===== config.mk =====
export PLATFORM = sky130hd
export DESIGN_NAME = uart_rx
export DESIGN_NICKNAME = d
export VERILOG_FILES = /design/src/rtl/uart_rx.sv
export SDC_FILE = /design/constraint.sdc
export NUM_CORES = 1
export LEC_CHECK = 0
export ABC_AREA = 1
export CAP_MARGIN = 20
export CORE_AREA = 2 2 59 83
export CTS_CLUSTER_SIZE = 28
export DETAILED_ROUTE_END_ITERATION = 8
export DIE_AREA = 0 0 61 85
export GPL_TIMING_DRIVEN = 0
export HOLD_SLACK_MARGIN = 0.12
export PLACE_DENSITY = 0.68
export SYNTH_ARGS = -nofsm -noshare
export SYNTH_HDL_FRONTEND = slang
export SYNTH_SLANG_ARGS = --single-unit

===== constraint.sdc =====
create_clock -name CLK -period 5.4 [get_ports CLK]
set_input_delay 0.54 -clock CLK [delete_from_list [all_inputs] [get_ports CLK]]
set_output_delay 0.54 -clock CLK [all_outputs]
set_load 0.01 [all_outputs]

===== src/rtl/uart_rx.sv =====
// uart_rx: oversampled UART receiver (start, LSB-first data, optional parity, stop).
//
// Ports:
//   CLK        oversampling clock (Prescale x baud)
//   RST        asynchronous active-low reset
//   RX_IN      serial line, idle high, already synchronised
//   Prescale   oversampling ratio (8/16/32; anything else behaves as 8)
//   par_en     frame carries a parity bit
//   par_typ    0 = even parity, 1 = odd parity
//   P_DATA     last correctly received word
//   data_valid one-cycle pulse when P_DATA is loaded with a good frame
//   par_err    one-cycle pulse on parity mismatch
//   stp_err    one-cycle pulse when the stop bit is sampled low
//
// Build option: define UART_RX_MAJORITY_EN for 2-of-3 majority sampling
// around mid-bit. Frame timing is identical in both builds.
module uart_rx #(
  parameter int unsigned DATA_WIDTH = 8
) (
  input  logic                  CLK,
  input  logic                  RST,
  input  logic                  RX_IN,
  input  logic [5:0]            Prescale,
  input  logic                  par_en,
  input  logic                  par_typ,
  output logic [DATA_WIDTH-1:0] P_DATA,
  output logic                  data_valid,
  output logic                  par_err,
  output logic                  stp_err
);

  localparam int unsigned CNT_W = 6;
  localparam int unsigned BIT_W = (DATA_WIDTH > 1) ? $clog2(DATA_WIDTH) : 1;

  typedef enum logic [2:0] {
    IDLE   = 3'd0,
    START  = 3'd1,
    DATA   = 3'd2,
    PARITY = 3'd3,
    STOP   = 3'd4
  } state_t;

  state_t                state;
  logic [CNT_W-1:0]      edge_cnt;
  logic [BIT_W-1:0]      bit_cnt;
  logic [CNT_W-1:0]      prescale_q;
  logic                  par_en_q;
  logic                  par_typ_q;
  logic [DATA_WIDTH-1:0] shift_q;
  logic                  frame_bad;

  logic [CNT_W-1:0]      half_c;
  logic                  last_edge_c;
  logic                  bit_c;

  // Unsupported ratios fall back to 8 so the counters always wrap sanely.
  function automatic logic [CNT_W-1:0] decode_prescale(input logic [5:0] p);
    case (p)
      6'd16:   decode_prescale = CNT_W'(16);
      6'd32:   decode_prescale = CNT_W'(32);
      default: decode_prescale = CNT_W'(8);
    endcase
  endfunction

  assign half_c      = prescale_q >> 1;
  assign last_edge_c = (edge_cnt == (prescale_q - CNT_W'(1)));

`ifdef UART_RX_MAJORITY_EN
  // Three samples straddling mid-bit; the vote is settled well before the
  // end-of-bit decision point.
  logic [2:0] votes;

  always_ff @(posedge CLK or negedge RST) begin
    if (!RST) begin
      votes <= 3'b111;
    end else begin
      if (edge_cnt == (half_c - CNT_W'(1))) votes[0] <= RX_IN;
      if (edge_cnt == half_c)               votes[1] <= RX_IN;
      if (edge_cnt == (half_c + CNT_W'(1))) votes[2] <= RX_IN;
    end
  end

  assign bit_c = (votes[0] & votes[1]) | (votes[0] & votes[2]) | (votes[1] & votes[2]);
`else
  // Single mid-bit sample.
  logic sample_q;

  always_ff @(posedge CLK or negedge RST) begin
    if (!RST) begin
      sample_q <= 1'b1;
    end else if (edge_cnt == half_c) begin
      sample_q <= RX_IN;
    end
  end

  assign bit_c = sample_q;
`endif

  // Frame FSM; decisions are taken on the last oversample of each bit.
  always_ff @(posedge CLK or negedge RST) begin
    if (!RST) begin
      state      <= IDLE;
      edge_cnt   <= '0;
      bit_cnt    <= '0;
      prescale_q <= CNT_W'(8);
      par_en_q   <= 1'b0;
      par_typ_q  <= 1'b0;
      shift_q    <= '0;
      frame_bad  <= 1'b0;
      P_DATA     <= '0;
      data_valid <= 1'b0;
      par_err    <= 1'b0;
      stp_err    <= 1'b0;
    end else begin
      data_valid <= 1'b0;
      par_err    <= 1'b0;
      stp_err    <= 1'b0;

      case (state)
        IDLE: begin
          edge_cnt  <= '0;
          bit_cnt   <= '0;
          frame_bad <= 1'b0;
          // Start-detect cycle is oversample 0 of the start bit.
          if (!RX_IN) begin
            state      <= START;
            edge_cnt   <= CNT_W'(1);
            prescale_q <= decode_prescale(Prescale);
            par_en_q   <= par_en;
            par_typ_q  <= par_typ;
          end
        end

        default: begin
          edge_cnt <= last_edge_c ? '0 : edge_cnt + CNT_W'(1);
          if (last_edge_c) begin
            case (state)
              START: state <= bit_c ? IDLE : DATA;

              DATA: begin
                shift_q <= {bit_c, shift_q[DATA_WIDTH-1:1]};
                if (bit_cnt == BIT_W'(DATA_WIDTH - 1)) begin
                  bit_cnt <= '0;
                  state   <= par_en_q ? PARITY : STOP;
                end else begin
                  bit_cnt <= bit_cnt + BIT_W'(1);
                end
              end

              PARITY: begin
                if (bit_c != ((^shift_q) ^ par_typ_q)) begin
                  par_err   <= 1'b1;
                  frame_bad <= 1'b1;
                end
                state <= STOP;
              end

              STOP: begin
                state <= IDLE;
                if (!bit_c) begin
                  stp_err <= 1'b1;
                end else if (!frame_bad) begin
                  P_DATA     <= shift_q;
                  data_valid <= 1'b1;
                end
              end

              default: state <= IDLE;
            endcase
          end
        end
      endcase
    end
  end

endmodule


==> results of run 1 <==
## synth_stat cells
| library cell | n | area share, % |
|---|---|---|
| sky130_fd_sc_hd__a21oi_1 | 3 | 0.78 |
| sky130_fd_sc_hd__buf_4 | 1 | 0.39 |
| sky130_fd_sc_hd__buf_6 | 1 | 0.59 |
| sky130_fd_sc_hd__dfrtp_1 | 36 | 47 |
| sky130_fd_sc_hd__dfstp_2 | 2 | 2.7 |
| sky130_fd_sc_hd__ha_1 | 5 | 3.3 |
| sky130_fd_sc_hd__inv_1 | 36 | 7.0 |
| sky130_fd_sc_hd__inv_2 | 1 | 0.19 |
| sky130_fd_sc_hd__nand2_1 | 79 | 15 |
| sky130_fd_sc_hd__nand2_2 | 4 | 1.3 |
| sky130_fd_sc_hd__nand3_1 | 21 | 5.5 |
| sky130_fd_sc_hd__nand4_1 | 1 | 0.33 |
| sky130_fd_sc_hd__nor2_1 | 19 | 3.7 |
| sky130_fd_sc_hd__nor2_2 | 3 | 0.98 |
| sky130_fd_sc_hd__nor2_4 | 1 | 0.59 |
| sky130_fd_sc_hd__nor3_1 | 2 | 0.52 |
| sky130_fd_sc_hd__nor3_2 | 1 | 0.52 |
| sky130_fd_sc_hd__nor3b_1 | 1 | 0.39 |
| sky130_fd_sc_hd__o21a_1 | 2 | 0.78 |
| sky130_fd_sc_hd__o21ai_0 | 12 | 3.1 |
| sky130_fd_sc_hd__o21ai_1 | 2 | 0.52 |
| sky130_fd_sc_hd__o22ai_1 | 2 | 0.65 |
| sky130_fd_sc_hd__or2_2 | 1 | 0.33 |
| sky130_fd_sc_hd__xnor2_1 | 5 | 2.3 |
| sky130_fd_sc_hd__xor2_1 | 3 | 1.4 |
## sequential cells by signal, indices dropped and copies added (netlist names)
signal / flops
bit_c: 1
data_valid: 1
edge_cnt: 6
bit_cnt: 3
stp_err: 1
frame_bad: 1
P_DATA: 8
par_en_q: 1
prescale_q: 3
par_err: 1
par_typ_q: 1
shift_q: 8
state: 3
## kinds of logic after synthesis
group / synth area share (%)
xor+xnor: 3.64
flops: 49.5
compound gates: 5.85
fa+ha+maj: 3.25
buf+inv: 8.19
simple gates: 29.5
## power groups by stage
stage / registers [mW] / logic, mW / clock network, mW
floorplan: 0.414 / 0.303 / 0
global placement: 0.430 / 0.363 / 0
detailed placement: 0.433 / 0.373 / 0
CTS: 0.428 / 0.375 / 0.192
global route: 0.441 / 0.434 / 0.203
finish: 0.430 / 0.369 / 0.183
## how the worst max path moves through the flow
stage                     depth (start not counted)  slack [ps]                     end
after detailed placement                          9        3430   P_DATA[5]$_DFFE_PN0P_
after floorplan                                  10        3680  shift_q[7]$_DFFE_PN0P_
final                                             9        3460   P_DATA[5]$_DFFE_PN0P_
after CTS                                         9        3430   P_DATA[5]$_DFFE_PN0P_
after global placement                            1        2900   edge_cnt[4]$_DFF_PN0_
after global routing                              9        3280   P_DATA[5]$_DFFE_PN0P_
## layout make-up
type / count / area share, %
multi-input combinational: 167 / 35.6
timing repair buffer: 21 / 8.98
sequential: 38 / 41.7
inverter: 37 / 6.08
clock inverter: 2 / 0.438
buffer: 2 / 0.821
tap: 62 / 3.39
clock buffer: 5 / 3.01
## per-layer routing
metal / track usage (%) / vias up
li1: - / 809
met1: 18.5 / 718
met2: 29.1 / 27
met3: 3.81 / 7
met4: 6.72 / 0
met5: 0 / -
==> impl.org, run 1 <==
** Outcome
- Result of the run :: finished clean

** Placed design
- Summing all placed instances gives a cell area of 0.00221 mm^2.
- OpenSTA, run right after detailed placement, puts the worst setup slack at 3430 ps.
- Routability congestion estimate from global placement :: 0.770
- Dpl cells :: 327
- Detail Placement HPWL :: 2660 um
- Input and output buffers added on the ports amount to 21.

** CTS
- Clock tree from TritonCTS :: built
- H-tree Lvls :: 2
- CTS resizes :: 0
- Number of clock sinks seen by CTS :: 38
- The later pin in the worst-skew pair is clocked with a latency of 290 ps.
- CTS Root Cell :: sky130_fd_sc_hd__clkbuf_8
- The longest clock path from root to sink contains 2 buffers.
- Buffers added to address setup during post-CTS repair amount to 0.
- Buffers inserted during clock tree synthesis total 5.
- # hold bufs at CTS :: 0
- After clock tree synthesis, the clock-pin slew on the worst setup and hold paths is 80 ps.

** Synthesis
- Synthesis handed over a netlist of 244 instances.
- The synthesized netlist occupies a cell area of 0.00192 mm^2.
- Sequential cells were found to cover 49.5% of the synthesized design area.
- Post-Syn Nets :: 260
- Synthesized flop and latch total :: 38
- After synthesis, the netlist uses 25 different library cells.
- Count of warnings emitted by yosys :: 0
- Post-synthesis average cell area :: 7.89 um^2

** Route
- Met3 wire length :: 97 um
- In this run the remaining antenna-violating nets after routing total 0.
- DRC violations left :: 0
- Routed signal wires occupy layers up through met4.
- Met2 wire length :: 1870 um
- Summed over all layers, the routed wires come to 3560 um.
- Via/cell ratio :: 4.67
- After detailed routing, the average wire length per cell comes to 10.7 um.
- Via Count :: 1561
- Detailed Routing Iterations Pass 1 :: 4
- The detailed router put a total of 1510 um of wire on met1.
- The first routing iteration left 39 violations.

** Timing
- Max-Slew Margin vs Limit :: 43.8%
- Pins over their slew limit :: 0
- The worst path in the final design needs a cycle of 1940 ps, including I/O delays and setup.
- Slack of the critical path :: 3460 ps
- Setup violations remaining at the end of the flow were counted as 0.
- The worst path uses 35.9% of the clock period.
- Worst hold slack after final layout :: 356 ps
- Setup repair after global routing left no endpoint under its margin.
- Maximum clock frequency :: 516 MHz
- Pin slew with the least headroom to its limit :: 843 ps
- Setup total negative slack on the finished layout was measured at 0 ps.
- Hold violation count in the final report :: 0
- Clock skew on the completed layout was measured at 7.79 ps.

** Setup path
- In this run the critical register-to-register path is captured at P_DATA[5]$_DFFE_PN0P_.
- By startpoint and endpoint, the worst setup path is classified as reg2reg.
- Crit path launch :: prescale_q[3]$_DFFE_PN1P_
- For flop-to-flop paths, the worst setup slack is 3460 ps.
- Crit-path leading delay family :: simple AND/OR/NAND/NOR gates
- Critical path endpoint category :: flip-flop
- At the worst endpoint, the arrival time is 2120 ps.
- Cell-by-cell trace of the critical path :: inv_1 > ha_1 > xnor2_1 > nor2_2 > nand3_1 > inv_2 > nand2_2 > nand2_1 > nand2_1
- The startpoint identified for the worst register-to-register timing path is prescale_q[3]$_DFFE_PN1P_.
- The largest single stage delay on the critical path is 550 ps.
- In this run the worst path has a maximum fanout of 9.
- The cell that appears most often on the critical path is sky130_fd_sc_hd__nand2_1.
- Crit path launch type :: flip-flop
- STA puts the critical path data required time at 5580 ps.
- R2R depth :: 9
- Slowest library cell on the worst path :: sky130_fd_sc_hd__dfstp_2
- Bufs and invs on worst path :: 2

** Floorplan
- Die width :: 61 um
- Area of the core :: 0.00446 mm^2
- The floorplan has 29 rows.
- Initial Utilization :: 43.1%
- I/O Pins :: 22
- Measured along the y axis, the die boundary spans 85 um.
- The floorplan step defined a die boundary enclosing 0.00519 mm^2.

** Global routing
- Global routing used 16.6% of the available tracks across all layers.
- Global route overflow :: 0
- Pin count of the biggest net entering global routing :: 39
- Antenna violations before repair :: 0
- The via count of the first global-routing pass is 1592.
- The first global-routing pass estimated 6560 um of wire.

** Cells and area
- After routing the design area is 0.00229 mm^2.
- Total area of multi-input combinational cells :: 813 um^2
- Summing all flip-flop and latch instances after layout gives 953 um^2.
- Share of cells above drive strength 1 :: 8.46%
- Post-layout util :: 51.2%
- Final standard cell count with taps included and fillers excluded :: 334
- FILL cells :: 473
- Most common cell after layout, fill and taps aside :: sky130_fd_sc_hd__nand2_1
- Ant. Diodes :: 0
- Final #Nets :: 288
- Most frequent cells in the layout :: sky130_fd_sc_hd__nand2_1, sky130_fd_sc_hd__dfrtp_1, sky130_fd_sc_hd__inv_1
- Growth of design area from synthesis to finish :: 18.8%

** Pwr
- Across the VDD grid, the largest voltage drop is 0.215 mV.
- Internal power comes to 0.593 mW.
- Combinational share of power :: 37.6%
- Post-layout power :: 0.982 mW
- Static leakage :: 1.23 nW
- Net switching is 39.6% of the power.
- Total power divided by cell area :: 430 mW/mm^2
- Switching Power :: 0.389 mW
- Part of the total power dissipated in sequential elements :: 43.8%
- Clock Power Share :: 18.7%

** Flow run
- Across the run, the number of max-cap violations was 0.

** Worst hold path
- The tightest min-delay check is of the in2async type.
Power figures use the tool's default switching activity.
==> run 2: changes to the inputs <==
Clock period 5.4 ns to 2 ns, I/O delays scaled along.
==> run 2 against run 1 <==
Against the previous run:
- clock power rose to 2.7 times the previous value
- hold slack improved by 100 ps
- fmax is 4.1% higher
- cell count rose by 1.5%
- count of clock-buffer cells in the layout unchanged
- via count about the same
- worst setup slack worse by 3300 ps
- critical path type unchanged
- largest cell class unchanged
==> impl.org, run 2 (synthesized netlist as in run 1, its figures left out) <==
** Cells and area
- The layout net count is 293 (+1.7%).
- Ant. Diodes :: 0 (unchanged)
- Most common cell after layout, fill and taps aside :: sky130_fd_sc_hd__nand2_1
- FILL cells :: 463 (-2.1%)
- Relative to the synthesized area, the layout overhead comes to 22.2%.
- Most frequent cells in the layout :: sky130_fd_sc_hd__nand2_1, sky130_fd_sc_hd__dfrtp_1, sky130_fd_sc_hd__inv_1
- Post-layout util :: 52.7% (+1.5 points)
- The share of post-route cells with drive strength above 1 was 10.5% (+2.0 points).
- In the final layout, the registers with the most flip-flops are P_DATA (8), shift_q (8), edge_cnt (6).

** Flow run
- The max-cap check violation count came to 0 (unchanged).

** Placed design
- The number of input and output port buffers inserted is 21 (unchanged).
- Routability congestion estimate from global placement :: 0.770 (unchanged)
- Detail Placement HPWL :: 2660 um (unchanged)

** Timing
- The post-route clock period utilization was 93.1% (+57 points).
- The worst max-slew margin expressed relative to the limit came to 44.3% (+0.49 points).
- Hold violation count in the final report :: 0 (unchanged)
- The transition time of the tightest slew-check pin was 836 ps (-7.37 ps).
- Worst Clk Skew :: 7.78 ps (-0.0145 ps)
- Maximum clock frequency :: 537 MHz (+4.1%)
- The number of endpoints failing setup at the final stage came to 0 (unchanged).
- Setup repair after global routing missed its margin :: no
- The final critical path time including I/O delays and setup came to 1860 ps (-77.1 ps).
- Pins over their slew limit :: 0 (unchanged)

** Worst hold path
- Min-Delay Startpoint :: par_en
- Class of the worst hold path :: in2reg
- Along the worst hold path, the cell count comes to 3.
- Worst hold path endpoint :: par_en_q$_DFFE_PN0P_

** Route
- Routed WL :: 3700 um (+4.0%)
- The post-detailed-route via-to-cell ratio came to 4.61 (-1.4%).
- Detailed Routing Iterations Pass 1 :: 4 (unchanged)
- Routed wire per std cell :: 10.9 um (+2.5%)
- The number of nets with antenna violations after detailed routing is 0 (unchanged).
- The count of unresolved DRC violations after routing is 0 (unchanged).
- The count of vias placed by the detailed router came to 1562 (+0.064%).
- The initial DRC count was 40 (+2.6%).

** Setup path
- The worst register-to-register path ends at shift_q[1]$_DFFE_PN0P_.
- The data required time at the worst endpoint came to 2180 ps (-3400 ps).
- Crit path top cell by count :: sky130_fd_sc_hd__inv_1
- Arrival time of data at the critical path endpoint :: 2040 ps (-80 ps)
- The largest individual stage delay along the critical path comes from the cell sky130_fd_sc_hd__dfstp_2.
- The worst reg2reg path depth came to 10 (+1).
- The number of cells on the critical path came to 10 (+1).
- The worst setup path is captured at a flip-flop.
- The reg-to-reg setup timing slack came to 140 ps (-3320 ps).
- The critical path's largest stage delay was 550 ps (about the same).
- The maximum fanout count along the critical path was 5 (-4).
- In this design, the largest share of critical-path delay is due to flip-flops.
- Startpoint of the worst-slack reg-to-reg timing path :: prescale_q[3]$_DFFE_PN1P_
- The buffering stage count on the worst path with inverters included is 3 (+1).
- Traced cell by cell, the critical path runs through inv_1 > ha_4 > xnor2_2 > nor2_2 > nand2_2 > nor2_4 > buf_4 > nand2_1 > o21ai_0 > inv_1.
- Crit path launch type :: flip-flop
- Type of the worst setup path :: reg2reg

** Floorplan
- I/O Pins :: 22 (unchanged)
- Die Y :: 85 um (unchanged)
- The horizontal die dimension is 61 um (unchanged).
- Area of the core :: 0.00446 mm^2 (unchanged)
- Die Footprint :: 0.00519 mm^2 (unchanged)
- The count of standard-cell rows came to 29 (unchanged).
- The initial cell density of the core was 43.1% (unchanged).

** Global routing
- First-pass GRT wire length :: 6560 um (unchanged)
- The largest net degree at the start of global routing was 39 (unchanged).
- The initial antenna violation count was 0 (unchanged).
- Global Route Usage Sum :: 16.6% (unchanged)
- Via count of the first global-routing pass :: 1592 (unchanged)
- Global route overflow :: 0 (unchanged)

** CTS
- The number of buffers between clock root and the deepest sink came to 2 (unchanged).
- H-tree Lvls :: 2 (unchanged)
- CTS Root Cell :: sky130_fd_sc_hd__clkbuf_8
- Clk slew on worst S/H paths :: 70 ps (about the same)
- The number of buffers created by CTS was 5 (unchanged).
- Clock tree from TritonCTS :: built
- The later-pin clock latency in the skew report was 290 ps (about the same).
- The number of clock sinks was 38 (unchanged).

** Pwr
- Static leakage :: 1.28 nW (+3.7%)
- The maximum vdd ir drop came to 0.588 mV (+170%).
- The final total power came to 2.72 mW (+180%).
- Total power divided by cell area :: 1160 mW/mm^2 (+170%)

** Outcome
- The flow ran to the end, and the final reports show no timing, DRC or antenna violations.
==> run 2: cell types whose count changed in the layout (fill, tap and decap cells not counted), sizes merged <==
cell,delta
buf,+4
dlygate4sd3,+1
==> run 2: timing repair <==
item                                    CTS  global route
setup buffers                             0             3
hold buffers                              1             0
endpoints found under the hold margin    36             0
endpoints found under the setup margin    0            15
resized for setup                         0             4
==> run 2: final cells by class <==
cell class                      count  area, um^2  area share [%]
Timing Repair Buffer               26         245            10.4
Tap cell                           62        77.6            3.30
Inverter                           37         139            5.91
Clock buffer                        5        68.8            2.93
Clock inverter                      2        10.0           0.426
Buffer                              2        18.8           0.798
Sequential cell                    38         953            40.6
Multi-Input combinational cell    167         838            35.7
==> run 2: worst min-delay path, delay by kind of cell <==
family,cells,cell delay [ps]
buffers and inverters,1,400
and+or+nand+nor,2,100
==> run 2: stage by stage <==
stage	area [um^2]	hold slack [ps]	cells	TNS (ps)	worst slack [ps]
finish	2350	459	339	0	138
global route	2350	476	339	0	6.74
CTS	2300	451	335	0	27.1
detailed placement	2210	355	327	0	33.8
global placement	2210	453	327	-5640	-158
floorplan	1920	-95.6	244	0	280
==> run 2: routing by layer <==
metal | up-vias | GRT usage, % | wire length [um] | share of wire [%]
li1 | 819 | - | - | -
met1 | 703 | 18.5 | 1550 | 42
met2 | 33 | 29.1 | 1960 | 53
met3 | 7 | 3.81 | 120 | 3.2
met4 | 0 | 6.72 | 74 | 2.0
met5 | - | 0 | 0 | 0
==> run 2: worst max-delay path by stage <==
| stage | from | to | slack (ps) |
|---|---|---|---|
| 6_report | prescale_q[3]$_DFFE_PN1P_ | shift_q[1]$_DFFE_PN0P_ | 140 |
| 5_1_grt | prescale_q[3]$_DFFE_PN1P_ | shift_q[3]$_DFFE_PN0P_ | 7 |
| 4_1_cts | prescale_q[3]$_DFFE_PN1P_ | P_DATA[5]$_DFFE_PN0P_ | 30 |
| 3_5_place_dp | prescale_q[3]$_DFFE_PN1P_ | P_DATA[5]$_DFFE_PN0P_ | 30 |
| 3_3_place_gp | RST | edge_cnt[4]$_DFF_PN0_ | -160 |
| 2_1_floorplan | prescale_q[3]$_DFFE_PN1P_ | shift_q[7]$_DFFE_PN0P_ | 280 |
==> run 2: report_power, final <==
part,total (mW),switching [mW],leakage (nW),internal [mW]
Combinational,1.06,0.621,0.727,0.440
Clock,0.497,0.263,0.0438,0.234
Sequential,1.17,0.201,0.507,0.966
Total,2.72,1.08,1.28,1.64
